`config.mk`:
```
export PLATFORM = sky130hd
export DESIGN_NAME = seg7_scan_driver
export DESIGN_NICKNAME = d
export VERILOG_FILES = /design/src/rtl/seg7_pkg.sv /design/src/rtl/seg7_nibble_dec.sv /design/src/rtl/seg7_scan_driver.sv
export SDC_FILE = /design/constraint.sdc
export NUM_CORES = 1
export LEC_CHECK = 0
export ABC_AREA = 1
export ABC_CLOCK_PERIOD_IN_PS = 2300
export BUFFER_PORTS_ARGS = -buffer_cell sky130_fd_sc_hd__buf_2
export CAP_MARGIN = 40
export CORE_ASPECT_RATIO = 0.6
export CORE_MARGIN = 1
export CORE_UTILIZATION = 25
export DETAILED_ROUTE_END_ITERATION = 8
export PLACE_DENSITY_LB_ADDON = 0.25
export SETUP_SLACK_MARGIN = 0.05
export SLEW_MARGIN = 10
export SYNTH_ARGS = -nofsm -noshare
export SYNTH_HDL_FRONTEND = slang
export SYNTH_HIERARCHICAL = 1
export SYNTH_SLANG_ARGS = --single-unit
```
`constraint.sdc`:
```
create_clock -name clk -period 2.3 [get_ports clk]
set_input_delay 0.46 -clock clk [delete_from_list [all_inputs] [get_ports clk]]
set_output_delay 0.46 -clock clk [all_outputs]
set_load 0.02 [all_outputs]
```
`src/rtl/seg7_pkg.sv`:
```
// Shared segment patterns (active-low, {a,b,c,d,e,f,g}) and scan state type
// for the seven-segment scan driver.
package seg7_pkg;

    localparam logic [6:0] SEG_0    = 7'b0000001;
    localparam logic [6:0] SEG_1    = 7'b1001111;
    localparam logic [6:0] SEG_2    = 7'b0010010;
    localparam logic [6:0] SEG_3    = 7'b0000110;
    localparam logic [6:0] SEG_4    = 7'b1001100;
    localparam logic [6:0] SEG_5    = 7'b0100100;
    localparam logic [6:0] SEG_6    = 7'b0100000;
    localparam logic [6:0] SEG_7    = 7'b0001111;
    localparam logic [6:0] SEG_8    = 7'b0000000;
    localparam logic [6:0] SEG_9    = 7'b0000100;
    localparam logic [6:0] SEG_A    = 7'b0001000;
    localparam logic [6:0] SEG_B    = 7'b1100000;
    localparam logic [6:0] SEG_C    = 7'b0110001;
    localparam logic [6:0] SEG_D    = 7'b1000010;
    localparam logic [6:0] SEG_E    = 7'b0110000;
    localparam logic [6:0] SEG_F    = 7'b0111000;
    localparam logic [6:0] SEG_DASH = 7'b1111110;
    localparam logic [6:0] SEG_OFF  = 7'b1111111;

    typedef enum logic {
        ST_BLANK = 1'b0,
        ST_SHOW  = 1'b1
    } state_e;

    function automatic int max2(input int a, input int b);
        return (a > b) ? a : b;
    endfunction

endpackage

```
`src/rtl/seg7_nibble_dec.sv`:
```
// Combinational nibble to active-low seven-segment decoder.
// HEX_MODE=1 shows 10..15 as A b C d E F, otherwise as a dash.
module seg7_nibble_dec
    import seg7_pkg::*;
#(
    parameter int HEX_MODE = 0
) (
    input  logic [3:0] nib_i,
    output logic [6:0] seg_o
);

    always_comb begin
        // NOTE: assign every always_comb output a default first so no path can infer a latch.
        seg_o = SEG_DASH;
        case (nib_i)
            4'd0:  seg_o = SEG_0;
            4'd1:  seg_o = SEG_1;
            4'd2:  seg_o = SEG_2;
            4'd3:  seg_o = SEG_3;
            4'd4:  seg_o = SEG_4;
            4'd5:  seg_o = SEG_5;
            4'd6:  seg_o = SEG_6;
            4'd7:  seg_o = SEG_7;
            4'd8:  seg_o = SEG_8;
            4'd9:  seg_o = SEG_9;
            4'd10: seg_o = (HEX_MODE != 0) ? SEG_A : SEG_DASH;
            4'd11: seg_o = (HEX_MODE != 0) ? SEG_B : SEG_DASH;
            4'd12: seg_o = (HEX_MODE != 0) ? SEG_C : SEG_DASH;
            4'd13: seg_o = (HEX_MODE != 0) ? SEG_D : SEG_DASH;
            4'd14: seg_o = (HEX_MODE != 0) ? SEG_E : SEG_DASH;
            4'd15: seg_o = (HEX_MODE != 0) ? SEG_F : SEG_DASH;
        endcase
    end

endmodule

```
`src/rtl/seg7_scan_driver.sv`:
```
// Multiplexed N-digit seven-segment scan driver with dead-time between digits.
// Define SEG7_LZB_EN to blank leading zeros (digit 0 is always shown).
module seg7_scan_driver
    import seg7_pkg::*;
#(
    parameter int DIGITS      = 4,
    parameter int REFRESH_DIV = 50000,
    parameter int BLANK_CYC   = 16,
    parameter int HEX_MODE    = 0
) (
    input  logic                clk,
    input  logic                resett,
    input  logic                load,
    input  logic [4*DIGITS-1:0] data,
    output logic                load_ack,
    output logic [6:0]          seg,
    output logic [DIGITS-1:0]   an
);

    localparam int CNT_MAX = max2(REFRESH_DIV, BLANK_CYC);
    localparam int CNT_W   = (CNT_MAX > 1) ? $clog2(CNT_MAX) : 1;
    localparam int IDX_W   = (DIGITS > 1) ? $clog2(DIGITS) : 1;

    localparam logic [CNT_W-1:0] BLANK_LAST = CNT_W'(BLANK_CYC - 1);
    localparam logic [CNT_W-1:0] SHOW_LAST  = CNT_W'(REFRESH_DIV - 1);
    localparam logic [IDX_W-1:0] IDX_LAST   = IDX_W'(DIGITS - 1);

    state_e              state_q, state_d;
    logic [CNT_W-1:0]    cnt_q, cnt_d;
    logic [IDX_W-1:0]    idx_q, idx_d;
    logic [6:0]          seg_q, seg_d;
    logic [DIGITS-1:0]   an_q, an_d;
    logic [4*DIGITS-1:0] shadow_q;
    logic                ack_q;

    logic [3:0]          nib_sel;
    logic [6:0]          dec_seg;
    logic                lzb_blank;

    always_comb begin
        nib_sel = 4'h0;
        for (int i = 0; i < DIGITS; i++) begin
            if (idx_q == IDX_W'(i)) nib_sel = shadow_q[4*i +: 4];
        end
    end

`ifdef SEG7_LZB_EN
    // A digit is a leading zero when it and every more-significant nibble are zero.
    always_comb begin
        lzb_blank = 1'b0;
        for (int i = 1; i < DIGITS; i++) begin
            if (idx_q == IDX_W'(i)) lzb_blank = ((shadow_q >> (4*i)) == '0);
        end
    end
`else
    assign lzb_blank = 1'b0;
`endif

    seg7_nibble_dec #(
        .HEX_MODE (HEX_MODE)
    ) u_dec (
        .nib_i (nib_sel),
        .seg_o (dec_seg)
    );

    always_comb begin
        state_d = state_q;
        cnt_d   = cnt_q + 1'b1;
        idx_d   = idx_q;
        seg_d   = seg_q;
        an_d    = an_q;
        case (state_q)
            ST_BLANK: begin
                if (cnt_q == BLANK_LAST) begin
                    state_d = ST_SHOW;
                    cnt_d   = '0;
                    seg_d   = lzb_blank ? SEG_OFF : dec_seg;
                    for (int i = 0; i < DIGITS; i++) an_d[i] = (idx_q != IDX_W'(i));
                end
            end
            ST_SHOW: begin
                if (cnt_q == SHOW_LAST) begin
                    state_d = ST_BLANK;
                    cnt_d   = '0;
                    seg_d   = SEG_OFF;
                    an_d    = '1;
                    idx_d   = (idx_q == IDX_LAST) ? '0 : idx_q + 1'b1;
                end
            end
        endcase
    end

    // NOTE: sequential state uses non-blocking assignments so every register sees pre-edge values.
    always_ff @(posedge clk) begin
        if (resett) begin
            state_q  <= ST_BLANK;
            cnt_q    <= '0;
            idx_q    <= '0;
            seg_q    <= SEG_OFF;
            an_q     <= '1;
            ack_q    <= 1'b0;
            // NOTE: the shadow word is reset too, so a fresh display reads 0 rather than garbage.
            shadow_q <= '0;
        end else begin
            state_q  <= state_d;
            cnt_q    <= cnt_d;
            idx_q    <= idx_d;
            seg_q    <= seg_d;
            an_q     <= an_d;
            ack_q    <= load;
            if (load) shadow_q <= data;
        end
    end

    assign load_ack = ack_q;
    assign seg      = seg_q;
    assign an       = an_q;

endmodule

```
# After elaboration in Yosys (flattened, before gate mapping)
# Memories as Yosys holds them, arrays and structs flattened.
# Index checks and enable logic that the tools add are counted.
# classes
muxes	17
n_reduce_logical	4
bitwise_logic	1
eq_ne	10
n_addsub	2
# op_table
cell	count
16-bit 2-to-1 mux	2
16-bit case mux with 2 select lines	1
4-bit 2-to-1 mux	6
16-bit by 1-bit adder with 16-bit output, second input constant	1
16-bit equality test, second input constant	1
16-bit by 4-bit equality test with 1-bit output, second input constant	1
7-bit 2-to-1 mux	2
7-bit case mux with 2 select lines	1
4-bit case mux with 2 select lines	1
2-bit != test, second input constant	3
2-bit equality test, second input constant	2
2-bit by 1-bit != test with 1-bit output, second input constant	2
2-bit AND reduction	2
2-bit by 1-bit adder with 2-bit output, second input constant	1
2-bit by 1-bit equality test with 1-bit output, second input constant	1
2-bit zero test	1
1-bit 2-to-1 mux	2
2-bit 2-to-1 mux	1
1-bit case mux with 2 select lines	1
2-bit nonzero test	1
1-bit inverter	1
# totals
word_cells	42
mem_count	1
inputBits	19
mem_bits_ro	112
output_inout_bits	12
register_bits	47
# mem_list
name	depth	word_bits	read_ports	rd_ports_with_merged_regs	wr	line	source
(name not given)	16	7	1	0	0	seg7_nibble_dec.sv:15	case (nib_i)

# Logic depth before layout (Yosys ltp)
# Gate-level depths: netlist (run 1).
# An unclocked memory read counts as a cell.
# depth
ltp_word	8
mapped_depth	15

# Hierarchy
# The synthesis (run 1) kept the hierarchy.
# modules_own_cells
module	instances	seq_area_each_um2	cells_per_inst	area_each_um2
seg7_scan_driver	1	940.9	309	2239.6
seg7_nibble_dec	1	0.0	35	186.4

# Least setup slack after synthesis (run 1)
# Ideal clock, no wire load.
# synth_timing
path_type	flip-flop to flip-flop
startpoint	register idx_q[0]
endpoint	register seg_q[3] (netlist: seg[3])
path_stages_with_launch	14
path_slack_ns	0.048
arrival_time_ns	2.123
required_time_ns	2.172
cell_sequence	dfxtp_1 -> inv_1 -> ha_1 -> inv_1 -> o211ai_1 -> a21oi_1 -> inv_1 -> ha_1 -> nand2_1 -> nand3_1 -> nand2_1 -> or2_2 -> nand2_1 -> nand3_1
# synth_between
elab_chain_len	8
# synth_rtl
item	line	source
start, declared	seg7_scan_driver.sv:30	logic [IDX_W-1:0] idx_q, idx_d;
start signal, assigned	seg7_scan_driver.sv:107	idx_q <= idx_d;
2-bit zero test	seg7_scan_driver.sv:43	if (idx_q == IDX_W'(i)) nib_sel = shadow_q[4*i +: 4];
4-bit 2-to-1 mux (3 in a row)	seg7_scan_driver.sv:43	
4-bit 2-to-1 mux (*)	seg7_scan_driver.sv:43	
net nib_sel[1]	seg7_scan_driver.sv:36	logic [3:0] nib_sel;
memory 16 x 7 bit (*)	--	
net dec_seg[3]	seg7_scan_driver.sv:37	logic [6:0] dec_seg;
7-bit 2-to-1 mux (*)	seg7_scan_driver.sv:74	if (cnt_q == BLANK_LAST) begin
7-bit case mux with 2 select lines (*)	seg7_scan_driver.sv:72	case (state_q)
end signal, assigned	seg7_scan_driver.sv:108	seg_q <= seg_d;
end, declared	seg7_scan_driver.sv:31	logic [6:0] seg_q, seg_d;
# Mark *: on every way through the listed nets, which the timed path passes. The rest lies on a longest branch. The select of a mux whose other input is x is not followed.
# A chain may end at the register's enable or synchronous reset.

# Worst setup path after layout (run 1)
# layout_timing
startpoint	register idx_q[1]
endpoint	register seg_q[6] (netlist: seg[6])
# The elaborated chain is that of the path after synthesis.

==> results of run 1 <==
==> cell usage after synthesis <==
master | instances | area (um2)
o21ai_0 | 23 | 115.1
buf_2 | 1 | 5.000
nand2_4 | 1 | 11.26
buf_4 | 1 | 7.510
inv_2 | 4 | 15.01
a21oi_1 | 8 | 40.04
nand3_1 | 30 | 150.1
a31oi_1 | 1 | 6.260
nand3_4 | 3 | 52.55
inv_1 | 28 | 105.1
xnor2_1 | 2 | 17.52
clkinv_1 | 1 | 3.750
clkbuf_1 | 4 | 15.01
nand2_1 | 70 | 262.8
dlygate4sd1_1 | 1 | 8.760
nor2_4 | 1 | 11.26
nor2_2 | 2 | 12.51
nor3_1 | 2 | 10.01
buf_6 | 2 | 22.52
nand2_2 | 1 | 6.260
xor2_1 | 3 | 26.28
o21bai_1 | 2 | 15.01
buf_8 | 1 | 15.01
nand4_1 | 4 | 25.02
ha_1 | 10 | 125.1
o211ai_1 | 3 | 22.52
nand3_2 | 4 | 40.04
or2_2 | 7 | 43.79
dfxtp_1 | 47 | 940.9
nor2_1 | 76 | 285.3
o21ai_2 | 1 | 8.760
==> layer usage <==
layer	vias up	GRT usage, %	part of all wire (%)
met2	47	15.48	35
li1	1177	-	-
met4	0	2.471	0.25
met3	2	3.885	5.8
met1	948	20.07	59
met5	-	0	0
==> state kept, by name, summed over array words and instances (netlist names) <==
signal / flops
state_q: 1
seg: 7
shadow_q: 16
idx_q: 2
cnt_q: 16
load_ack: 1
an: 4
==> how the worst max path moves through the flow <==
stage | startpoint | to
6_report | idx_q[1] | seg[6]
5_1_grt | idx_q[1] | seg[1]
4_1_cts | idx_q[0] | seg[3]
2_1_floorplan | idx_q[0] | seg[3]
3_3_place_gp | idx_q[0] | seg[1]
3_5_place_dp | idx_q[0] | seg[3]
==> critical path, cell delays in order (launching register included) <==
cell and delay [ns]:
dfxtp_2 0.35, inv_4 0.05, ha_4 0.16, buf_4 0.13
nand2_1 0.05, nand2_1 0.04, a31oi_1 0.14, o21ai_1 0.12
buf_4 0.15, ha_1 0.18, inv_1 0.05, nand2_1 0.06
nand3_1 0.07, nand2_1 0.06, or2_2 0.27, nand2_1 0.08
nand3_2 0.05
==> cells by family (layout without fill, tap and decap cells) <==
kind of cell / count (synthesis) / after routing / share of synthesized area (%)
flops: 47 / 47 / 38.78
fa+ha+maj: 10 / 10 / 5.157
simple gates: 201 / 201 / 37.54
xor+xnor: 5 / 5 / 1.805
buf+inv: 43 / 82 / 8.148
compound gates: 38 / 38 / 8.561
==> power by group <==
part	internal (W)	switching [W]	total (W)
Clock	0.000425	0.000299	0.000723
Sequential	0.000838	0.0000173	0.000855
Combinational	0.0000658	0.0000853	0.000151
==> layout make-up <==
type / instances / area (um2) / share of cell area, %
Tap cell: 130 / 162.7 / 5.478
Sequential cell: 47 / 945.9 / 31.86
Inverter: 33 / 128.9 / 4.341
Multi-Input combinational cell: 254 / 1348 / 45.39
Timing Repair Buffer: 42 / 240.2 / 8.091
Clock inverter: 1 / 5.005 / 0.1686
Clock buffer: 6 / 138.9 / 4.678
==> timing repair <==
action | 4_1_cts | 5_1_grt
pin swaps | 0 | 5
resized for setup | 2 | 23
setup buffers | 0 | 3
setup endpoints to repair | 4 | 7
==> per-stage QoR <==
| stage | hold slack, ns | TNS (ns) | instance area [um2] | total power [W] |
|---|---|---|---|---|
| 3_5_place_dp | 0.4510 | -0.02005 | 2736 | 0.001017 |
| 5_1_grt | 0.4049 | 0 | 2969 | 0.001812 |
| 2_1_floorplan | 0.4295 | 0 | 2430 | 0.0009630 |
| 3_3_place_gp | 0.4502 | 0 | 2736 | 0.001018 |
| 4_1_cts | 0.3979 | 0 | 2880 | 0.001751 |
| 6_report | 0.3979 | 0 | 2969 | 0.001730 |
==> summary.md, run 1 <==
| Metric | Value |
|---|---|
| Status | completed |
| CTS tree | built |
| PortBufs | 30 |
| Hold path cells | 3 |
| Fraction of layout cells with a size suffix above 1 | a little under a quarter |
| RSZ-0062 raised after global routing | yes |
| Die Ht | 78.31 um |
| Cell count after synthesis | ~340 |
| Routed wire per std cell | 11.77 um |
| Post-Route Utilization | roughly a third |
| VDD IR-drop max | 0.2785 mV |
| Hold buffer count at cts | 0 |
| Leak | 1.314 nW |
| Achievable Freq | 0.4713 GHz |
| Syn-to-layout area delta | 22.38% |
| Via-to-Cell Ratio | roughly 4.2 |
| R2r startpoint | idx_q[1] |
| Post-Syn Nets | approximately 370 |
| Max clock buf depth | 2 |
| Iteration count of the initial detailed-routing pass | 4 |
| Hold WC Path Type | in -> reg |
| Via Count | between 2000 and 2500 |
| Routability cong. | about 0.85 |
| Worst slew pin tran | between 0.4 and 0.5 ns |
| Drc violations | 0 |
| Commonest cells after routing, fill and taps aside | nor2_1, nand2_1, dfxtp_1 |
| Worst-Skew Late Latency | approximately 0.29 ns |
| Reg-to-reg setup timing slack | ~0.18 ns |
| Sequential-to-total area share from yosys stat | 38.78% |
| Critical path launch point type | register |
| Clock sink count | 47 |
| # IOs | 31 |
| Core ar. | roughly 9300 um2 |
| Mapped cell area | around 2400 um2 |
| First-pass GRT wire length | ~9800 um |
| Vias in the first global route | between 1500 and 2000 |
| Slew Limit Fails | 0 |
| Routed WL | between 6000 and 7000 um |
| Critical setup path kind | reg -> reg |
| 1st-iter DRT viols | around 130 |
| Number of diodes | 0 |
| Cell Rows | 27 |
| Final Hold Viols | 0 |
| Reg2reg end | seg[6] |
| Most common cell after layout, fill and taps aside | nor2_1 |
| Final Cycle Share | 92.26% |
| WP data arrival | about 2.3 ns |
| Cell Pwr Density | around 580 nW/um2 |
| Filler instances | 1004 |
| H-tree Lvls | 2 |
| Relative slew slack | around two thirds |
| Post-Place Cells | between 500 and 600 |
| Largest net degree at the start of global routing | 19 |
| Distinct cells, synth | 31 |
| Cts bufs inserted | 5 |
| Reg clk slew, reported paths | about 0.060 ns |
| Post-route insts no fill | ~500 |
| Reg2reg path depth | 16 |
| Initial antenna violation count | 0 |
| MaxCap Viol Count | 0 |
| Syn avg cell area | 7.053 um2 |
| Initial core utilization | a little over a quarter |
| Crit. End Element | register |
| Post-Route Skew | between 0.006 and 0.007 ns |
| CTS root buf | clkbuf_16 |
| Synth Warn # | 6 |
| # setup viols final | 0 |
| Final WS setup | ~0.18 ns |
| Gr usage total | between 10% and 20% |
| Nets@finish | 412 |
| DIE WIDTH | between 100 and 150 um |
| Worst-path maximum fanout | 3 |
| Post-place setup slack | -0.02005 ns |
| Hpwl dp | about 4500 um |
| Die ar. | slightly above 10000 um2 |
| Period minus WS final | approximately 2.1 ns |
| Number of synthesized register bits | 47 |
| Min-delay src | data[11] |
| Antenna Nets Post-Route | 0 |
| Worst hold endpoint | shadow_q[11] |
| CP required | between 2 and 2.5 ns |
| GRT overflow | 0 |
Note: power is estimated with default switching activity, not from simulation.
==> run 2: changes to the inputs <==
REMOVE_ABC_BUFFERS = 1   (was default)
==> run 2 against run 1 <==
Flip-flop and latch count did not move. Clock power is 0.6% higher. Die area unchanged. First-iteration DRC count is 23% lower. Sequential share of layout area grew 0.19 points. Worst setup slack got worse by 0.0089 ns. Critical path type unchanged. Largest cell class unchanged. Highest routed layer unchanged.
==> summary.md, run 2 (synthesis results as in run 1) <==
| Metric | Value |
|---|---|
| 1st-iter DRT viols | 102 (-23%) |
| First-pass GRT wire length | 9128 um (-6.8%) |
| Leak | 1.294 nW (-1.5%) |
| Most common cell on crit path | nand2_1 |
| Post-Route Skew | 0.006624 ns (-0.0002601 ns) |
| Worst-Skew Late Latency | 0.29 ns (about the same) |
| Post-Place Cells | 500 (-0.60%) |
| Syn-to-layout area delta | 21.97% |
| Die Ht | 78.31 um (unchanged) |
| Final Cycle Share | 92.64% (+0.39 points) |
| Relative slew slack | 70.66% (+3.9 points) |
| Vias in the first global route | 1858 (-7.0%) |
| GRT overflow | 0 (unchanged) |
| Die ar. | 10120 um2 (unchanged) |
| Reg clk slew, reported paths | 0.07 ns (about the same) |
| Max clock buf depth | 2 (unchanged) |
| Critical path launch point type | register |
| Min Hold Slack | 0.3871 ns (-0.01073 ns) |
| Area of the multi-input gates | 1349 um2 (about the same) |
| Period minus WS final | 2.131 ns (+0.008860 ns) |
| Hpwl dp | 4192 um (-6.0%) |
| PortBufs | 30 (unchanged) |
| Cts bufs inserted | 5 (unchanged) |
| Drc violations | 0 (unchanged) |
| MaxCap Viol Count | 0 (unchanged) |
| Most common cell after layout, fill and taps aside | nor2_1 |
| Fraction of layout cells with a size suffix above 1 | 24.21% (+0.45 points) |
| Post-route insts no fill | 510 (-0.58%) |
| Crit-path cells | inv_4 -> buf_12 -> ha_4 -> nand2_1 -> nand2_1 -> o211ai_1 -> a21oi_2 -> inv_2 -> ha_1 -> nand2_1 -> nand2_1 -> or2_2 -> nand2_1 -> nand3_1 |
| Cell Pwr Density | 584.4 nW/um2 (+0.33%) |
| Final Hold Viols | 0 (unchanged) |
| Clock sink count | 47 (unchanged) |
| Nets@finish | 408 (-0.97%) |
| Gr usage total | 11.65% (-0.89 points) |
| Commonest cells after routing, fill and taps aside | nor2_1, nand2_1, dfxtp_1 |
| Routed WL | 5634 um (-6.7%) |
| Worst-path maximum fanout | 5 (+2) |
| Critical setup path kind | reg -> reg |
| Status | completed |
| CTS root buf | clkbuf_16 |
| Via-to-Cell Ratio | 4.235 (about the same) |
| Core ar. | 9290 um2 (unchanged) |
| H-tree Lvls | 2 (unchanged) |
| Worst slew pin tran | 0.4374 ns (-0.05874 ns) |
| VDD IR-drop max | 0.2584 mV (-7.2%) |
| Worst path max stage delay | 0.36 ns (about the same) |
| Iteration count of the initial detailed-routing pass | 5 (+1) |
| Number of diodes | 0 (unchanged) |
| Sequential Area | 948.4 um2 (+0.26%) |
| Via Count | 2160 (-0.64%) |
| # IOs | 31 (unchanged) |
| RSZ-0062 raised after global routing | yes |
| DIE WIDTH | 129.2 um (unchanged) |
| Initial antenna violation count | 0 (unchanged) |
| Filler instances | 995 (-0.90%) |
| Cell Rows | 27 (unchanged) |
| CP required | 2.47 ns (about the same) |
| Post-Route Utilization | 31.85% (-0.11 points) |
| CTS tree | built |
| Hold WC Path Type | in -> reg |
| Initial core utilization | 26.11% (unchanged) |
| Slew Limit Fails | 0 (unchanged) |
| Crit. End Element | register |
| Routed wire per std cell | 11.05 um (-6.1%) |
| Largest net degree at the start of global routing | 29 (+10) |
| Antenna Nets Post-Route | 0 (unchanged) |
| WP data arrival | 2.30 ns (about the same) |
| Routability cong. | 0.8116 (-4.7%) |
| Achievable Freq | 0.4693 GHz (-0.42%) |
| # setup viols final | 0 (unchanged) |
| CP max stage cell | dfxtp_4 |
-- run 2: final timing paths --
kind | from | endpoint | slack, ns | cells after the start
setup / recovery | idx_q[1] | seg[5] | 0.17 | 14
hold / removal | data[5] | shadow_q[5] | 0.39 | 3
setup reg to reg | idx_q[1] | seg[5] | 0.17 | 14
hold reg to reg | cnt_q[0] | cnt_q[0] | 0.46 | 1
-- run 2: timing repair --
item | in CTS | in global routing
hold buffers | 0 | 0
buffers inserted | 1 | 1
endpoints found under the setup margin | 4 | 7
resized for setup | 6 | 25
pin swaps | 1 | 6
-- run 2: worst max-delay path, delay by kind of cell, from the launching register on --
| kind | cells | cell delay, ns |
|---|---|---|
| buffers and inverters | 3 | 0.26 |
| AOI/OAI and AO/OA | 2 | 0.30 |
| and+or+nand+nor | 7 | 0.68 |
| DFF | 1 | 0.36 |
| adders and majority gates | 2 | 0.42 |
-- run 2: metal layers --
metal | track usage [%] | share of wire, % | up-vias
li1 | - | - | 1164
met1 | 18.21 | 58 | 948
met2 | 14.25 | 36 | 43
met3 | 3.340 | 5.0 | 5
met4 | 4.235 | 1.1 | 0
met5 | 0 | 0 | -
-- run 2: layout make-up --
class | instances | share of cell area, %
timing repair buffer | 38 | 7.526
multi-input combinational | 254 | 45.58
clock inverter | 3 | 0.8457
sequential | 47 | 32.05
clock buffer | 5 | 4.228
inverter | 33 | 4.271
tap | 130 | 5.497
-- run 2: report_power, final --
group          leakage (nW)  internal (W)  total, W  switching (W)
clock                0.0700      0.000406  0.000727       0.000321
combinational         0.838     0.0000652  0.000149      0.0000836
sequential            0.386      0.000836  0.000853      0.0000168
-- run 2: metrics by stage --
stage	TNS (ns)	total power, W	cell area (um2)	setup slack (ns)
finish	0	0.001729	2959	0.1692
global route	0	0.001812	2959	0.02937
CTS	0	0.001755	2873	0.04927
detailed placement	-0.02255	0.001010	2710	-0.02255
global placement	0	0.001012	2710	0.06405
floorplan	0	0.0009562	2352	0.03524
